## config.mk

```make
export PLATFORM = sky130hd
export DESIGN_NAME = pico_mem_arbiter
export DESIGN_NICKNAME = d
export VERILOG_FILES = /design/src/rtl/acc_mem_pkg.sv /design/src/rtl/pico_mem_arb_rr.sv /design/src/rtl/pico_mem_arbiter.sv
export SDC_FILE = /design/constraint.sdc
export NUM_CORES = 1
export LEC_CHECK = 0
export ABC_AREA = 1
export BUFFER_PORTS_ARGS = -buffer_cell sky130_fd_sc_hd__buf_4
export CAP_MARGIN = 10
export CORE_AREA = 2 2 121 123
export DETAILED_ROUTE_END_ITERATION = 12
export DIE_AREA = 0 0 123 125
export PLACE_DENSITY = 0.52
export SYNTH_ARGS = -nofsm -noshare
export SYNTH_HDL_FRONTEND = slang
export SYNTH_HIERARCHICAL = 1
export SYNTH_SLANG_ARGS = --single-unit
```

## constraint.sdc

```tcl
create_clock -name clk_i -period 1.4 [get_ports clk_i]
set_input_delay 0.14 -clock clk_i [delete_from_list [all_inputs] [get_ports clk_i]]
set_output_delay 0.14 -clock clk_i [all_outputs]
set_load 0.05 [all_outputs]
```

## src/rtl/acc_mem_pkg.sv

```systemverilog
// Shared types and constants for the accelerator-domain memory arbiter.
package acc_mem_pkg;

   // Which requester owns the read data returning from the SRAM this cycle.
   typedef enum logic [1:0] {
      RSEL_NONE = 2'd0,
      RSEL_CORE = 2'd1,
      RSEL_EXT  = 2'd2
   } rsel_t;

   // Arbiter FSM: plain round-robin, or grant pinned on the external side.
   typedef enum logic {
      ARB_RR   = 1'b0,
      ARB_LOCK = 1'b1
   } arb_state_t;

   // Encodings of the rr_last flop (side that was accepted most recently).
   localparam logic REQ_CORE = 1'b0;
   localparam logic REQ_EXT  = 1'b1;

   // Width of the lock hold-off counter; at least one bit.
   function automatic int cnt_width(input int max_cycles);
      return (max_cycles <= 2) ? 1 : $clog2(max_cycles);
   endfunction

endpackage

```

## src/rtl/pico_mem_arb_rr.sv

```systemverilog
// Two-way round-robin grant. Bit 0 is the core, bit 1 the external side.
module pico_mem_arb_rr
   import acc_mem_pkg::*;
(
   input  logic [1:0] req,
   input  logic       rr_last,
   input  logic       force_ext,
   output logic [1:0] gnt
);

   // Lock pins the grant on ext even while it idles; otherwise a lone
   // requester wins, and under contention the side not served last wins.
   always_comb begin
      gnt = 2'b00;
      if (force_ext) begin
         gnt[1] = 1'b1;
      end else if (req == 2'b11) begin
         if (rr_last == REQ_EXT) begin
            gnt[0] = 1'b1;
         end else begin
            gnt[1] = 1'b1;
         end
      end else begin
         gnt = req;
      end
   end

endmodule

```

## src/rtl/pico_mem_arbiter.sv

```systemverilog
// Shares one single-port, 1-cycle-latency SRAM between the picorv32 core
// port and an external (DTU/NoC) requester. Round-robin with an optional
// external lock that is force-released after LOCK_MAX core-wait cycles.
//
// Handshake on both requester ports: a request is presented with x_en_i and
// held (we/addr/wdata stable) while x_stall_o is high. A cycle with x_en_i=1
// and x_stall_o=0 is an acceptance. Reads return x_rdata_o in the cycle
// after acceptance; writes complete at acceptance. x_stall_o is never high
// without x_en_i. The SRAM side mirrors this: sram_en_o with sram_stall_i=0
// is an accepted access.
module pico_mem_arbiter
   import acc_mem_pkg::*;
#(
   parameter int DATA_SIZE = 32,
   parameter int ADDR_SIZE = 32,
   parameter int LOCK_MAX  = 64
) (
   input  logic                   clk_i,
   input  logic                   resetn_i,
   // core port
   input  logic                   core_en_i,
   input  logic [DATA_SIZE/8-1:0] core_we_i,
   input  logic [ADDR_SIZE-1:0]   core_addr_i,
   input  logic [DATA_SIZE-1:0]   core_wdata_i,
   output logic [DATA_SIZE-1:0]   core_rdata_o,
   output logic                   core_stall_o,
   // external port
   input  logic                   ext_en_i,
   input  logic [DATA_SIZE/8-1:0] ext_we_i,
   input  logic [ADDR_SIZE-1:0]   ext_addr_i,
   input  logic [DATA_SIZE-1:0]   ext_wdata_i,
   input  logic                   ext_lock_i,
   output logic [DATA_SIZE-1:0]   ext_rdata_o,
   output logic                   ext_stall_o,
   // SRAM port
   output logic                   sram_en_o,
   output logic [DATA_SIZE/8-1:0] sram_we_o,
   output logic [ADDR_SIZE-1:0]   sram_addr_o,
   output logic [DATA_SIZE-1:0]   sram_wdata_o,
   input  logic [DATA_SIZE-1:0]   sram_rdata_i,
   input  logic                   sram_stall_i,
   // status
   output logic                   lock_timeout_o,
   // debug visibility of internal state
   output arb_state_t             dbg_state_o,
   output rsel_t                  dbg_rsel_o,
   output logic                   dbg_rr_last_o
);

   localparam int WE_W  = DATA_SIZE / 8;
   localparam int CNT_W = cnt_width(LOCK_MAX);
   localparam logic [CNT_W-1:0] CNT_LAST = CNT_W'(LOCK_MAX - 1);
   localparam logic [CNT_W-1:0] CNT_ONE  = CNT_W'(1);

   arb_state_t       state_q, state_d;
   logic             rr_last_q, rr_last_d;
   logic [CNT_W-1:0] cnt_q, cnt_d;
   rsel_t            rsel_q, rsel_d;

   logic [1:0]       gnt;
   logic             force_ext;
   logic             acc_core, acc_ext;
   logic             lock_expire;

   pico_mem_arb_rr u_rr (
      .req       ({ext_en_i, core_en_i}),
      .rr_last   (rr_last_q),
      .force_ext (force_ext),
      .gnt       (gnt)
   );

   // Acceptance: requesting, granted, SRAM ready and not in reset.
   assign acc_core = core_en_i & gnt[0] & ~sram_stall_i & resetn_i;
   assign acc_ext  = ext_en_i  & gnt[1] & ~sram_stall_i & resetn_i;

   assign core_stall_o = core_en_i & ~acc_core;
   assign ext_stall_o  = ext_en_i  & ~acc_ext;

   // Lock expiry: the core has now waited LOCK_MAX cycles behind the lock.
   assign lock_expire = (state_q == ARB_LOCK) & core_en_i & ~sram_stall_i &
                        (cnt_q == CNT_LAST);

   // FSM state register.
   always_ff @(posedge clk_i or negedge resetn_i) begin
      if (!resetn_i) begin
         state_q <= ARB_RR;
      end else begin
         state_q <= state_d;
      end
   end

   // Next-state logic; an SRAM stall freezes state, rr_last and the counter.
   always_comb begin
      state_d   = state_q;
      rr_last_d = rr_last_q;
      cnt_d     = cnt_q;
      if (!sram_stall_i) begin
         case (state_q)
            ARB_RR: begin
               if (acc_core) begin
                  rr_last_d = REQ_CORE;
               end
               if (acc_ext) begin
                  rr_last_d = REQ_EXT;
                  if (ext_lock_i) begin
                     state_d = ARB_LOCK;
                     cnt_d   = '0;
                  end
               end
            end
            ARB_LOCK: begin
               if (lock_expire) begin
                  // Marking ext as last served hands the core the next contention.
                  state_d   = ARB_RR;
                  rr_last_d = REQ_EXT;
                  cnt_d     = '0;
               end else begin
                  if (acc_ext) begin
                     rr_last_d = REQ_EXT;
                  end
                  if (core_en_i) begin
                     cnt_d = cnt_q + CNT_ONE;
                  end
                  if ((acc_ext && !ext_lock_i) || (!ext_en_i && !ext_lock_i)) begin
                     state_d = ARB_RR;
                  end
               end
            end
            default: begin
               state_d = ARB_RR;
            end
         endcase
      end
   end

   // FSM outputs: grant pinning and the force-release pulse.
   always_comb begin
      force_ext      = 1'b0;
      lock_timeout_o = 1'b0;
      if (state_q == ARB_LOCK) begin
         force_ext      = 1'b1;
         lock_timeout_o = lock_expire;
      end
   end

   // Round-robin history and lock hold-off counter.
   always_ff @(posedge clk_i or negedge resetn_i) begin
      if (!resetn_i) begin
         rr_last_q <= REQ_EXT;
         cnt_q     <= '0;
      end else begin
         rr_last_q <= rr_last_d;
         cnt_q     <= cnt_d;
      end
   end

   // Tag the read that was accepted this cycle so its data can be steered back.
   always_comb begin
      rsel_d = RSEL_NONE;
      if (acc_core && (core_we_i == '0)) begin
         rsel_d = RSEL_CORE;
      end else if (acc_ext && (ext_we_i == '0)) begin
         rsel_d = RSEL_EXT;
      end
   end

   // Read-return owner; reset drops any read still in flight.
   always_ff @(posedge clk_i or negedge resetn_i) begin
      if (!resetn_i) begin
         rsel_q <= RSEL_NONE;
      end else begin
         rsel_q <= rsel_d;
      end
   end

   // SRAM request mux from the granted side; strobes only with a live access.
   always_comb begin
      sram_en_o    = 1'b0;
      sram_we_o    = '0;
      sram_addr_o  = core_addr_i;
      sram_wdata_o = core_wdata_i;
      if (gnt[1]) begin
         sram_en_o    = ext_en_i & resetn_i;
         sram_addr_o  = ext_addr_i;
         sram_wdata_o = ext_wdata_i;
         sram_we_o    = sram_en_o ? ext_we_i : {WE_W{1'b0}};
      end else if (gnt[0]) begin
         sram_en_o    = core_en_i & resetn_i;
         sram_we_o    = sram_en_o ? core_we_i : {WE_W{1'b0}};
      end
   end

   assign core_rdata_o = (rsel_q == RSEL_CORE) ? sram_rdata_i : '0;
   assign ext_rdata_o  = (rsel_q == RSEL_EXT)  ? sram_rdata_i : '0;

   assign dbg_state_o   = state_q;
   assign dbg_rsel_o    = rsel_q;
   assign dbg_rr_last_o = rr_last_q;

endmodule

```

After elaboration in Yosys (flattened, before gate mapping)

Index checks and enable logic that the tools add are counted.

$add $sub $neg: 1
Eq/ne operators: 9
Muxes and demuxes: 34
Bitwise gates (word level): 17
Reductions and logical operators: 11

Operator list:

| kind                                                                     | count |
|---|---|
| 32-bit two-way mux                                                       | 4 |
| 6-bit two-way mux                                                        | 4 |
| 1-bit two-way mux                                                        | 16 |
| 4-bit two-way mux                                                        | 4 |
| 1-bit AND                                                                | 13 |
| 6-bit one-hot mux with 2 select lines                                    | 1 |
| 4-bit zero test                                                          | 2 |
| 6-bit by 1-bit adder with 6-bit output (second input constant)           | 1 |
| 6-bit equality test (second input constant)                              | 1 |
| 2-bit two-way mux                                                        | 3 |
| 2-bit equality test (second input constant)                              | 2 |
| 1-bit logical AND                                                        | 4 |
| 2-bit inequality test (second input constant)                            | 2 |
| 1-bit inverter                                                           | 4 |
| 1-bit one-hot mux with 2 select lines                                    | 2 |
| 4-bit AND reduction                                                      | 1 |
| 3-bit by 1-bit inequality test with 1-bit output (second input constant) | 1 |
| 3-bit by 2-bit inequality test with 1-bit output (second input constant) | 1 |
| 3-bit inequality test (second input constant)                            | 1 |
| 3-bit AND reduction                                                      | 1 |
| 2-bit by 1-bit equality test with 1-bit output (second input constant)   | 1 |
| 1-bit zero test                                                          | 2 |
| 1-bit logical OR                                                         | 1 |

Register bits: 10
Bits of input ports: 174

Longest topological paths before layout

Depth in word-level cells: 11
Gate-level depth with buffers: 9
Gate-level depth less buffers: 9

By module

Netlist, hierarchy kept.

Modules (own cells, without submodules):

| module           | instances | cells an instance | area each (um^2) | seq. area each (um^2) |
|---|---|---|---|---|
| pico_mem_arbiter | 1         | 407               | 1848.0           | 251.5 |
| pico_mem_arb_rr  | 1         | 8                 | 38.8             | 0.0 |

Least setup slack after synthesis

Ideal clock, no wire load.

Path type: register to output
Start: register state_q (netlist: dbg_state_o)
End: output port sram_we_o[2]
Arrival: 2.190 ns
Path slack: -0.930 ns
Cell stages (with the launch flop): 5
Buffers on the path: 0
Cell sequence: dfrtp_1 -> inv_1 -> nand3_1 -> nand3_2 -> o21ai_0

Elaborated cells on any way between the ends: 5

RTL lines:

| element                  | line                    | RTL |
|---|---|---|
| start: declaration       | pico_mem_arbiter.sv:55  | `arb_state_t state_q, state_d;` |
| start signal: assignment | pico_mem_arbiter.sv:88  | `state_q <= state_d;` |
| 1-bit two-way mux        | pico_mem_arbiter.sv:140 | `if (state_q == ARB_LOCK) begin` |
| 1-bit two-way mux        | pico_mem_arb_rr.sv:15   | `if (force_ext) begin` |
| via gnt[1]               | pico_mem_arbiter.sv:60  | `logic [1:0] gnt;` |
| 4-bit two-way mux        | pico_mem_arbiter.sv:182 | `if (gnt[1]) begin` |
| end: declaration         | pico_mem_arbiter.sv:37  | `output logic [DATA_SIZE/8-1:0] sram_we_o,` |

The timed path passes the listed nets, and every way through them passes these cells.

Worst setup path after layout

Start: register rr_last_q (netlist: dbg_rr_last_o)
End: output port sram_we_o[0]

Elaborated cells on any way between the ends: 7

RTL lines:

| element                  | line                    | RTL |
|---|---|---|
| start: declaration       | pico_mem_arbiter.sv:56  | `logic rr_last_q, rr_last_d;` |
| start signal: assignment | pico_mem_arbiter.sv:152 | `rr_last_q <= rr_last_d;` |
| 1-bit two-way mux        | pico_mem_arb_rr.sv:18   | `if (rr_last == REQ_EXT) begin` |
| 2-bit two-way mux        | pico_mem_arb_rr.sv:17   | `end else if (req == 2'b11) begin` |
| 1-bit two-way mux        | pico_mem_arb_rr.sv:15   |  |
| via gnt[1]               | pico_mem_arbiter.sv:60  |  |
| 4-bit two-way mux        | pico_mem_arbiter.sv:182 |  |

The timed path passes the listed nets, and every way through them passes these cells.

==> flow_summary_export.csv <==
group,metric,value,unit
logic_synthesis,synth_seq_area_share,0.133,
timing,tns,-37220,ps
logic_synthesis,ys_ff_latch,10,
final_layout,fin_cells,950,
place,dpl.cell_count,912,
clocking,cts_tree,"yes",
outcome,status,"complete, but fails checks",
final_layout,syn2layout_area_growth,290,%
die,die_w,123,µm
critical_path,critical_path_arrival,1680,ps
timing,setup_viol,146,
drt,vias_per_cell,4.23,
logic_synthesis,synthCells,415,
final_layout,drive_gt1_frac,0.789,
place,gp_congestion,0.846,
outcome,violations,"negative setup slack",
drt,antenna_left,0,
run,drv_cap,0,
logic_synthesis,syn-num-nets,590,
power,leakage,3.68,nW
critical_path,worst-path-max-fanout,7,
grt,grt_start_max_net_pins,40,
final_layout,n_fill_cell,1240,
critical_path,crit_path_end,"sram_we_o[0]",
grt,grt_usage,0.175,
drt,route.detailed.drc,0,
place,portBuffers,313,
critical_path,startpoint_type,"flop",
final_layout,nNetsFinal,942,
logic_synthesis,yosysWarnings,6,
critical_path,crit_start,"dbg_rr_last_o$_DFFE_PN1P_",
grt,grt_pass1_vias,4211,
clocking,worstSkewPairLatency,240,ps
final_layout,final_area,7360,µm²
timing,fin_crit_sh,1.30,
power,power_density,836,nW/µm²
place,place_area,5750,µm²
timing,relSlewSlack,0.845,
clocking,numCtsBuffers,3,
clocking,cts.clk_slew.worst_paths,40,ps
final_layout,final_common_cell,"buf_4",
grt,antenna_found_initial,0,
die,rows,44,
place,preCtsSetupSlack,-248,ps
drt,post_drt_wl_per_cell,16.2,µm
clocking,clk_path_buf_depth,2,
clocking,h-tree-depth,1,
timing,finalClockSkew,0.791,ps
logic_synthesis,syn_avg_cell_area,4.55,µm²
critical_path,r2r_slack,-300,ps
timing,worst_slew_pin_slew,231,ps
drt,via_count,4015,
grt,grt_pass1_wl,21400,µm
critical_path,reg2reg_depth,9,
grt,grt_overflow_total,0,
die,die_height,125,µm
drt,first_pass_iters,4,
die,die_area,15400,µm²
timing,timing.fmax,549,MHz
power,vdd_drop_max,725,µV
min_path,hold_class,"input pin to flop",
drt,first_iter_violations,91,
logic_synthesis,yosysUniqueCellTypes,23,
drt,routed_wl,15300,µm
timing,drv_slew,0,
clocking,cts_sinks,10,
clocking,cts-root-buf,"clkbuf_16",
critical_path,crit_type,"flop to primary output",
timing,timing.final.crit_period,1820,ps
critical_path,worstSetupEndpointType,"primary output",
logic_synthesis,synth_area,1890,µm²
die,coreArea,14200,µm²
final_layout,mostFrequentLayoutCells,"199 x buf_4, 90 x buf_6, 83 x nand2_1, 81 x nand2_4, 68 x nor2_4",
timing,rsz0062_at_grt,"yes",
critical_path,r2r-start,"dbg_rr_last_o$_DFFE_PN1P_",
final_layout,antennaDiodeCount,0,
timing,setup_slack,-422,ps
critical_path,r2r_end,"dbg_state_o$_DFFE_PN0N_",
die,io_pins,314,
die,start_util,0.133,
critical_path,cp.required,1260,ps
place,dpl.hpwl,11200,µm
timing,hold_viol,0,
[kinds of logic (layout without fill, tap and decap cells)]
kind of cell | after synthesis | count (layout) | synth area share
AOI/OAI and AO/OA | 11 | 12 | 0.0378
adders and majority gates | 1 | 1 | 0.00663
buffers and inverters | 76 | 426 | 0.162
DFF | 10 | 10 | 0.133
and+or+nand+nor | 317 | 317 | 0.660
[what timing repair did]
action                                  4_1_cts  5_1_grt
gates cloned                                  7        8
hold buffers                                  1        0
endpoints found under the setup margin      144      146
setup buffers                                16        6
endpoints found under the hold margin         9        0
gates resized for setup                     162      152
pin swaps                                    10       19
[per-layer routing]
layer / GRT usage / part of all wire
met1: 0.171 / 0.32
met2: 0.359 / 0.56
met3: 0.0484 / 0.097
met4: 0.0241 / 0.019
met5: 0 / 0
[metrics by stage]
stage | util | hold slack [ps] | total power [W]
final | 0.518 | 210 | 0.00616
after global routing | 0.518 | 223 | 0.00643
after CTS | 0.472 | 212 | 0.00549
after detailed placement | 0.405 | 117 | 0.00456
after global placement | 0.405 | 110 | 0.00452
after floorplan | - | -156 | 0.00321
[power by group]
part,switching [W],internal (W)
clock,0.000141,0.000430
sequential,0.0000611,0.000361
combinational,0.00308,0.00208
total,0.00329,0.00287
[cells in the mapped netlist, drive strengths merged]
library cell,number,area [µm²]
nor3,1,5.00
nand2,220,831
buf,13,70.1
clkbuf,9,33.8
nand4,2,12.5
a21oi,2,10.0
o21ai,6,41.3
o22ai,2,12.5
dfstp,1,26.3
nor2,79,302
inv,54,203
o21bai,1,7.51
dfrtp,9,225
or2,2,12.5
nand3,12,70.1
ha,1,12.5
nor4,1,12.5
[how the worst min path moves through the flow]
stage                       from  cells after the start                       to  slack, ps
finish                ext_lock_i                      3  dbg_state_o$_DFFE_PN0N_        210
global route        core_we_i[2]                      3  dbg_rsel_o[0]$_DFF_PN0_        220
CTS                   ext_lock_i                      3  dbg_state_o$_DFFE_PN0N_        210
detailed placement      resetn_i                      2  dbg_state_o$_DFFE_PN0N_        120
global placement        resetn_i                      2  dbg_state_o$_DFFE_PN0N_        110
floorplan               resetn_i                      0     cnt_q[0]$_DFFE_PN0P_       -160
[final cells by class]
| type | instances | area, µm² | share of cell area |
|---|---|---|---|
| Multi-Input combinational cell | 330 | 2730 | 0.371 |
| Tap cell | 184 | 230 | 0.0313 |
| Clock buffer | 4 | 88.8 | 0.0121 |
| Sequential cell | 10 | 255 | 0.0347 |
| Timing Repair Buffer | 368 | 3840 | 0.522 |
| Inverter | 54 | 215 | 0.0292 |
[critical path, stage by stage (launching register included)]
cell and delay, ps:
dfstp_2 530, inv_2 40, nand2_4 60, nand3_4 140, buf_12 200, nand3_4 100
buf_12 140, o22ai_4 70, buf_6 160
[state kept, by name, indices dropped and copies added, names as in the netlist]
signal and count:
dbg_state_o 1, dbg_rsel_o 2, cnt_q 6, dbg_rr_last_o 1
Power figures use the tool's default switching activity.
